==> src/rtl/blit_scheduler.sv <==
// rtl/blit_scheduler.sv - frame-synchronised sprite blitter: command FIFO, ROM address walk, pixel write port
module blit_scheduler (
  input  logic        clk,
  input  logic        iReset,
  input  logic        iVSync,
  input  logic        iCmdValid,
  output logic        oCmdReady,
  input  logic [8:0]  iCmdX,
  input  logic [7:0]  iCmdY,
  input  logic [4:0]  iCmdW,
  input  logic [4:0]  iCmdH,
  input  logic [3:0]  iCmdSel,
  input  logic [16:0] iCmdBase,
  input  logic        iCmdKey,
  output logic [16:0] oRomAddr,
  output logic [3:0]  oRomSel,
  input  logic [2:0]  iRomQ,
  output logic [8:0]  oX,
  output logic [7:0]  oY,
  output logic [2:0]  oColor,
  output logic        oWriteEn,
  output logic        oBusy,
  output logic        oFrameDone,
  output logic        oOverrun
);

  typedef enum logic [1:0] {IDLE, LOAD, DRAW, FLUSH} state_t;

  typedef struct packed {
    logic [8:0]  x;
    logic [7:0]  y;
    logic [4:0]  w;
    logic [4:0]  h;
    logic [3:0]  sel;
    logic [16:0] base;
    logic        key;
  } cmd_t;

  state_t      state, state_next;
  cmd_t        fifo_mem [8];
  cmd_t        cmd_in, head;
  logic [2:0]  wr_ptr, rd_ptr;
  logic [3:0]  count;
  logic        push, pop;

  logic        vsync_q, fall;
  logic [3:0]  frame_cnt;
  logic [8:0]  cur_x;
  logic [7:0]  cur_y;
  logic [4:0]  cur_w, cur_h, col, row;
  logic [3:0]  cur_sel;
  logic        cur_key;
  logic [16:0] addr;
  logic        last_pix;
  logic [9:0]  x_sum;
  logic [8:0]  y_sum;

  logic [8:0]  pix_x;
  logic [7:0]  pix_y;
  logic        pix_on, pix_key;
  logic        frame_done, overrun;

  assign cmd_in    = {iCmdX, iCmdY, iCmdW, iCmdH, iCmdSel, iCmdBase, iCmdKey};
  assign head      = fifo_mem[rd_ptr];
  assign oCmdReady = (count != 4'd8);
  assign push      = iCmdValid && oCmdReady;
  assign pop       = (state == LOAD);
  assign fall      = vsync_q && !iVSync;
  assign last_pix  = (col == cur_w) && (row == cur_h);
  // Widened sums so sprites hanging off the right/bottom edge clip instead of wrapping.
  assign x_sum     = {1'b0, cur_x} + {5'b0, col};
  assign y_sum     = {1'b0, cur_y} + {4'b0, row};

  always_ff @(posedge clk) begin
    if (push) fifo_mem[wr_ptr] <= cmd_in;
  end

  always_ff @(posedge clk) begin
    if (iReset) begin
      wr_ptr <= '0;
      rd_ptr <= '0;
      count  <= '0;
    end else begin
      if (push) wr_ptr <= wr_ptr + 3'd1;
      if (pop)  rd_ptr <= rd_ptr + 3'd1;
      case ({push, pop})
        2'b10:   count <= count + 4'd1;
        2'b01:   count <= count - 4'd1;
        default: count <= count;
      endcase
    end
  end

  always_ff @(posedge clk) begin
    if (iReset) state <= IDLE;
    else        state <= state_next;
  end

  always_comb begin
    state_next = state;
    case (state)
      IDLE:  if (fall && count != 4'd0) state_next = LOAD;
      LOAD:  state_next = DRAW;
      DRAW:  if (last_pix) state_next = (frame_cnt != 4'd1) ? LOAD : FLUSH;
      FLUSH: state_next = IDLE;
      default: state_next = IDLE;
    endcase
  end

  always_ff @(posedge clk) begin
    if (iReset) begin
      vsync_q    <= 1'b0;
      frame_cnt  <= '0;
      cur_x      <= '0;
      cur_y      <= '0;
      cur_w      <= '0;
      cur_h      <= '0;
      cur_sel    <= '0;
      cur_key    <= 1'b0;
      col        <= '0;
      row        <= '0;
      addr       <= '0;
      frame_done <= 1'b0;
      overrun    <= 1'b0;
    end else begin
      vsync_q    <= iVSync;
      frame_done <= (state == FLUSH) || (state == IDLE && fall && count == 4'd0);
      overrun    <= fall && (state != IDLE);
      case (state)
        IDLE: if (fall && count != 4'd0) frame_cnt <= count;
        LOAD: begin
          cur_x   <= head.x;
          cur_y   <= head.y;
          cur_w   <= head.w;
          cur_h   <= head.h;
          cur_sel <= head.sel;
          cur_key <= head.key;
          addr    <= head.base;
          col     <= '0;
          row     <= '0;
        end
        DRAW: begin
          addr <= addr + 17'd1;
          if (col == cur_w) begin
            col <= '0;
            row <= row + 5'd1;
            if (row == cur_h) frame_cnt <= frame_cnt - 4'd1;
          end else begin
            col <= col + 5'd1;
          end
        end
        default: ;
      endcase
    end
  end

  // Pixel stage lines up with the ROM's one-cycle read latency.
  always_ff @(posedge clk) begin
    if (iReset) begin
      pix_x   <= '0;
      pix_y   <= '0;
      pix_on  <= 1'b0;
      pix_key <= 1'b0;
    end else begin
      pix_x   <= x_sum[8:0];
      pix_y   <= y_sum[7:0];
      pix_on  <= (state == DRAW) && (x_sum <= 10'd319) && (y_sum <= 9'd239);
      pix_key <= cur_key;
    end
  end

  assign oRomAddr   = addr;
  assign oRomSel    = cur_sel;
  assign oX         = pix_x;
  assign oY         = pix_y;
  assign oColor     = iRomQ;
  assign oWriteEn   = pix_on && !(pix_key && iRomQ == 3'b101);
  assign oBusy      = (state != IDLE);
  assign oFrameDone = frame_done;
  assign oOverrun   = overrun;

endmodule

==> config.mk <==
export PLATFORM = sky130hd
export DESIGN_NAME = blit_scheduler
export DESIGN_NICKNAME = d
export VERILOG_FILES = /design/src/rtl/blit_scheduler.sv
export SDC_FILE = /design/constraint.sdc
export NUM_CORES = 1
export LEC_CHECK = 0
export ABC_AREA = 0
export CORE_UTILIZATION = 60
export CTS_CLUSTER_SIZE = 12
export DETAILED_ROUTE_END_ITERATION = 10
export PLACE_DENSITY = 0.8
export SLEW_MARGIN = 20
export SYNTH_ARGS = -nofsm -noshare
export SYNTH_HDL_FRONTEND = slang
export SYNTH_SLANG_ARGS = --single-unit
==> constraint.sdc <==
create_clock -name clk -period 19.05 [get_ports clk]
set_input_delay 3.81 -clock clk [delete_from_list [all_inputs] [get_ports clk]]
set_output_delay 3.81 -clock clk [all_outputs]
set_load 0.005 [all_outputs]
Yosys cells after proc, flatten, opt, wreduce, memory -nomap -nowiden. Memory sizes are Yosys's and may differ from the RTL's. A register that Yosys moved wholly into a read port is not among the register bits. Cells that the tools add are included.

Register bits: 97. Memory bits (writable): 392. Bits of input ports: 56. Output and inout port bits: 46. Logic and storage cells: 90. Memories kept: 1.

$add $sub $neg: 10. Order comparisons: 2. Equal/unequal tests: 14. Mux-type cells: 18. Reductions and logical operators: 24.

Memories: fifo_mem (words 8, bits a word 49, read ports 1, clocked after Yosys merged registers in 1, write ports 1, line 40) `cmd_t fifo_mem [8];`.

Operators with widths (number): 17-bit case mux with 2 select lines (1); 5-bit case mux with 2 select lines (2); 17-bit by 1-bit adder with 17-bit output, second input constant (1); 4-bit case mux with 2 select lines (2); 4-bit two-way mux (3); 1-bit logical AND (11); 5-bit by 1-bit adder with 5-bit output, second input constant (2); 9-bit by 5-bit adder with 10-bit output (1); 5-bit equality test (2); 10-bit by 9-bit less-or-equal comparator with 1-bit output, second input constant (1); 5-bit two-way mux (2); 8-bit by 5-bit adder with 9-bit output (1); 9-bit by 8-bit less-or-equal comparator with 1-bit output, second input constant (1); 2-bit != test, second input constant (4); 2-bit case mux with 4 select lines (1); 2-bit nonzero test (4); 4-bit by 1-bit subtractor with 4-bit output, second input constant (2); 3-bit by 1-bit adder with 3-bit output, second input constant (2); 2-bit equality test, second input constant (3); 2-bit two-way mux (3); 3-bit two-way mux (2); 4-bit by 1-bit adder with 4-bit output, second input constant (1); 2-bit by 1-bit equality test with 1-bit output, second input constant (2); 4-bit zero test (1); 10 further kinds (13).

Logic depth before layout (Yosys ltp).
Depth in word-level cells: 5. Depth in mapped cells: 10. Gate-level depth less buffers: 10.

Worst setup path before layout. OpenSTA, ideal clock, no wires.

Path type: input to register. From: in iCmdValid. To: mem fifo_mem[0][0] in the netlist's numbering, enable pin. Setup time: 0.577 ns. Arrival time: 8.621 ns. Required time: 18.473 ns. Slack: 9.852 ns. Cell stages on the path: 2. Buffers on the path: 0. Cells stage by stage: nand2_1 -> nor4_1.

Longest elaborated chain between the ends: 3.

RTL lines: start, declared (line 6) `input logic iCmdValid,`; 1-bit logical AND (line 66) `assign push = iCmdValid && oCmdReady;`; 1-bit two-way mux (line 75) `if (push) fifo_mem[wr_ptr] <= cmd_in;`; 1-bit two-way mux (not written as such) (line 75); end, declared (line 40).

Every way passes these cells.

Worst setup path after layout.
From: in iRomQ[1]. To: out oWriteEn.

Longest elaborated chain between the ends: 4.

RTL lines: start, declared (line 17) `input logic [2:0] iRomQ,`; 3-bit equality test (line 177) `assign oWriteEn = pix_on && !(pix_key && iRomQ == 3'b101);`; 1-bit logical AND (line 177); 1-bit zero test (line 177); 1-bit logical AND (line 177); end, declared (line 21) `output logic oWriteEn,`.

Every way passes these cells.

==> summary.txt <==
Outcome
  – Outcome: finished, final reports clean

Cells and area
  – Layout area overhead: 14.5%
  – Nets: 1,322
  – Layout Cells excl Fill: 1,679
  – Share of layout cells above drive strength 1: 0.160
  – Commonest non-fill, non-tap cell in the layout: edfxtp_1
  – Fill cells: 1,973
  – Most frequent cells in the layout: edfxtp_1, clkdlybuf4s50_1, nor2_1, mux4_2, dfxtp_1

CTS
  – Post-CTS setup buffer count: 0
  – Clock sinks: 492
  – CTS resizes: 0
  – H-tree depth: 2
  – CTS buffer count: 49
  – Clk slew on worst S/H paths: 0.06 ns
  – Clk Tree Root Cell: clkbuf_16
  – Clock tree buffer depth: 3
  – # hold bufs at CTS: 0
  – CTS tree: built
  – Clk_lat worst skew: 0.57 ns

Setup path
  – Worst path buffer plus inverter count: 2
  – Worst-path cell chain: clkdlybuf4s50_1, nand4b_1, and2_1, clkdlybuf4s50_1
  – FF-to-FF setup slack: 16.23 ns
  – Max incr delay on CP: 0.49 ns
  – R2R Path End: state[1]
  – Worst path most repeated cell: clkdlybuf4s50_1
  – WS Path Type: input port to output port
  – CP Capture Type: output port
  – CP max FO: 2
  – CP endpoint: oWriteEn
  – Critical-path top delay cell: clkdlybuf4s50_1
  – Reg-to-reg startpoint: state[0]
  – Crit. Startpoint: iRomQ[1]
  – Worst path required time: 15.24 ns
  – Nature of the critical path startpoint: input port
  – Stages on the worst setup path: 4
  – Family with the most delay on the worst path: buffers and inverters
  – R2R cell count: 6
  – Critical path arrival: 5.01 ns

STA
  – Clock Skews: 0.0255 ns
  – Final Cycle Share: 0.463
  – Final setup viols: 0
  – Peak Freq: 113 MHz
  – Min Tclk post-route: 8.82 ns
  – Final worst-path setup slack: 10.23 ns
  – Final Hold Fails: 0
  – Unrepaired setup endpoints after global routing: false
  – Least-Margin Pin Slew: 1.13 ns
  – Final slew viol count: 0
  – Setup tns final: 0 ns
  – Slew margin rel.: 0.249

Drt
  – Detailed Routing Iterations Pass 1: 6
  – DR vias/cell: 6.15
  – Antenna Nets Post-Route: 0
  – WL final: 38,600 µm
  – Via count: 10,328
  – DRC Markers: 0
  – Drt wl/cell: 23.0 µm
  – DRT iter0 DRCs: 831

GRT
  – Total congestion overflow: 0
  – Vias in the first global route: 10,376
  – Gr usage total: 0.242
  – First-pass GRT wire length: 60,400 µm
  – Initial antenna violation count: 2
  – Largest net degree at the start of global routing: 96

Floorplan
  – Chip height: 182 µm
  – Die X: 182 µm
  – Std-Cell Rows: 65
  – I/O Pins: 102
  – Die area: 33,200 µm²
  – Initial Util: 0.614
  – Core Box Area: 31,700 µm²

Synthesis
  – Yosys reg bits: 492
  – Synth warn: 0
  – Mean post-synth cell area: 17.3 µm²
  – Syn Nets: 1,212
  – Syn Std Cell Area: 19,500 µm²
  – EDFF count, synth: 392
  – Synth cell types: 61
  – Primary FF master, synth: edfxtp_1
  – Register area share after synthesis: 0.707
  – Synth Instances: 1,128
  – Async SR Flop Fraction: 0

Power and ir drop
  – Pwr/cell area: 115 nW/µm²
  – Pleak: 7.08 nW
  – Maximum VDD drop: 0.0000938 V

Placement
  – Inst Count DP: 1,589
  – I/O Buffers: 101
  – Final GP Congestion: 0.805
  – Setup WS pre-CTS: 10.23 ns
  – Detail Placement HPWL: 21,100 µm

Hold path
  – Worst Hold Class: flip-flop to flip-flop

Run
  – Max Cap Violations: 0
==> cell type report <==
| cell class | count | area, µm² | area share |
|---|---|---|---|
| flip-flops and latches | 492 | 13800 | 0.618 |
| repair buffers | 119 | 1140 | 0.0513 |
| multi-input cells | 553 | 5340 | 0.240 |
| diodes | 1 | 2.50 | 0.000112 |
| inverters | 23 | 86.3 | 0.00387 |
| clock buffers | 79 | 1370 | 0.0614 |
| well taps | 402 | 503 | 0.0226 |
| clock inverters | 10 | 70.1 | 0.00314 |
==> logic make-up (layout without fill, tap and decap cells) <==
group / Yosys count / in the layout / share of synthesized area
flops: 492 / 492 / 0.707
simple gates: 210 / 210 / 0.0501
mux: 152 / 152 / 0.141
compound gates: 129 / 129 / 0.0459
buf+inv: 83 / 231 / 0.0209
xor+xnor: 34 / 34 / 0.0153
fa+ha+maj: 28 / 28 / 0.0191
other cells: 0 / 1 / 0
==> through the flow <==
stage / hold WS [ns] / power [mW] / instance area (µm²) / utilization
2_1_floorplan: 0.439 / 1.58 / 19500 / -
3_3_place_gp: 0.455 / 1.69 / 20900 / 0.658
3_5_place_dp: 0.470 / 1.70 / 20900 / 0.658
4_1_cts: 0.477 / 2.57 / 22300 / 0.703
5_1_grt: 0.507 / 2.66 / 22300 / 0.703
6_report: 0.476 / 2.56 / 22300 / 0.703
==> where the power goes <==
group	internal [mW]	leakage (nW)	total, mW	switching, mW
sequential	1.23	4.37	1.28	0.0566
clock	0.492	0.699	0.878	0.386
combinational	0.198	2.01	0.393	0.195
==> routing by layer <==
layer  part of all wire  vias up  global-route usage
li1                   -     4653                   -
met1               0.43     5232               0.352
met2               0.48      382               0.386
met3              0.072       59              0.0395
met4              0.018        2              0.0652
met5            0.00044        -                   0
==> worst min-delay path by stage <==
stage | from | end | depth (start not counted)
2_1_floorplan | cur_key | pix_key | 1
3_3_place_gp | frame_cnt[1] | frame_cnt[1] | 2
3_5_place_dp | frame_cnt[1] | frame_cnt[1] | 2
4_1_cts | frame_cnt[1] | frame_cnt[1] | 2
5_1_grt | frame_cnt[1] | frame_cnt[1] | 2
6_report | frame_cnt[1] | frame_cnt[1] | 2
==> sequential cells by signal, indices dropped and copies added, names as in the netlist, 2 cells and up, named ones only <==
| name | flops |
|---|---|
| col | 5 |
| count | 4 |
| cur_h | 5 |
| cur_w | 5 |
| cur_x | 9 |
| cur_y | 8 |
| fifo_mem | 392 |
| frame_cnt | 4 |
| oRomAddr | 17 |
| oRomSel | 4 |
| oX | 9 |
| oY | 8 |
| rd_ptr | 3 |
| row | 5 |
| state | 2 |
| wr_ptr | 3 |
==> synth_stat cells, types with 7 or more instances <==
library cell	n	share of area
a211oi_1	34	0.013
a21oi_1	21	0.0054
a22oi_1	8	0.0031
buf_2	11	0.0028
buf_6	8	0.0046
clkbuf_1	32	0.0062
dfxtp_1	100	0.10
edfxtp_1	392	0.60
ha_1	25	0.016
inv_1	22	0.0042
mux2i_1	50	0.026
mux4_2	98	0.11
nand2_1	33	0.0064
nand2b_1	10	0.0032
nand3_1	12	0.0031
nor2_1	101	0.019
nor2b_1	9	0.0029
nor3_1	11	0.0028
o21ai_0	17	0.0044
o22ai_1	7	0.0022
xnor2_1	11	0.0049
xor2_1	23	0.010
==> tightest hold or removal path: stages, from the launching register on <==
cell     delay, ns
dfxtp_1       0.32
nand2_1       0.06
a21oi_1       0.05
(Power assumes the default switching activity.)
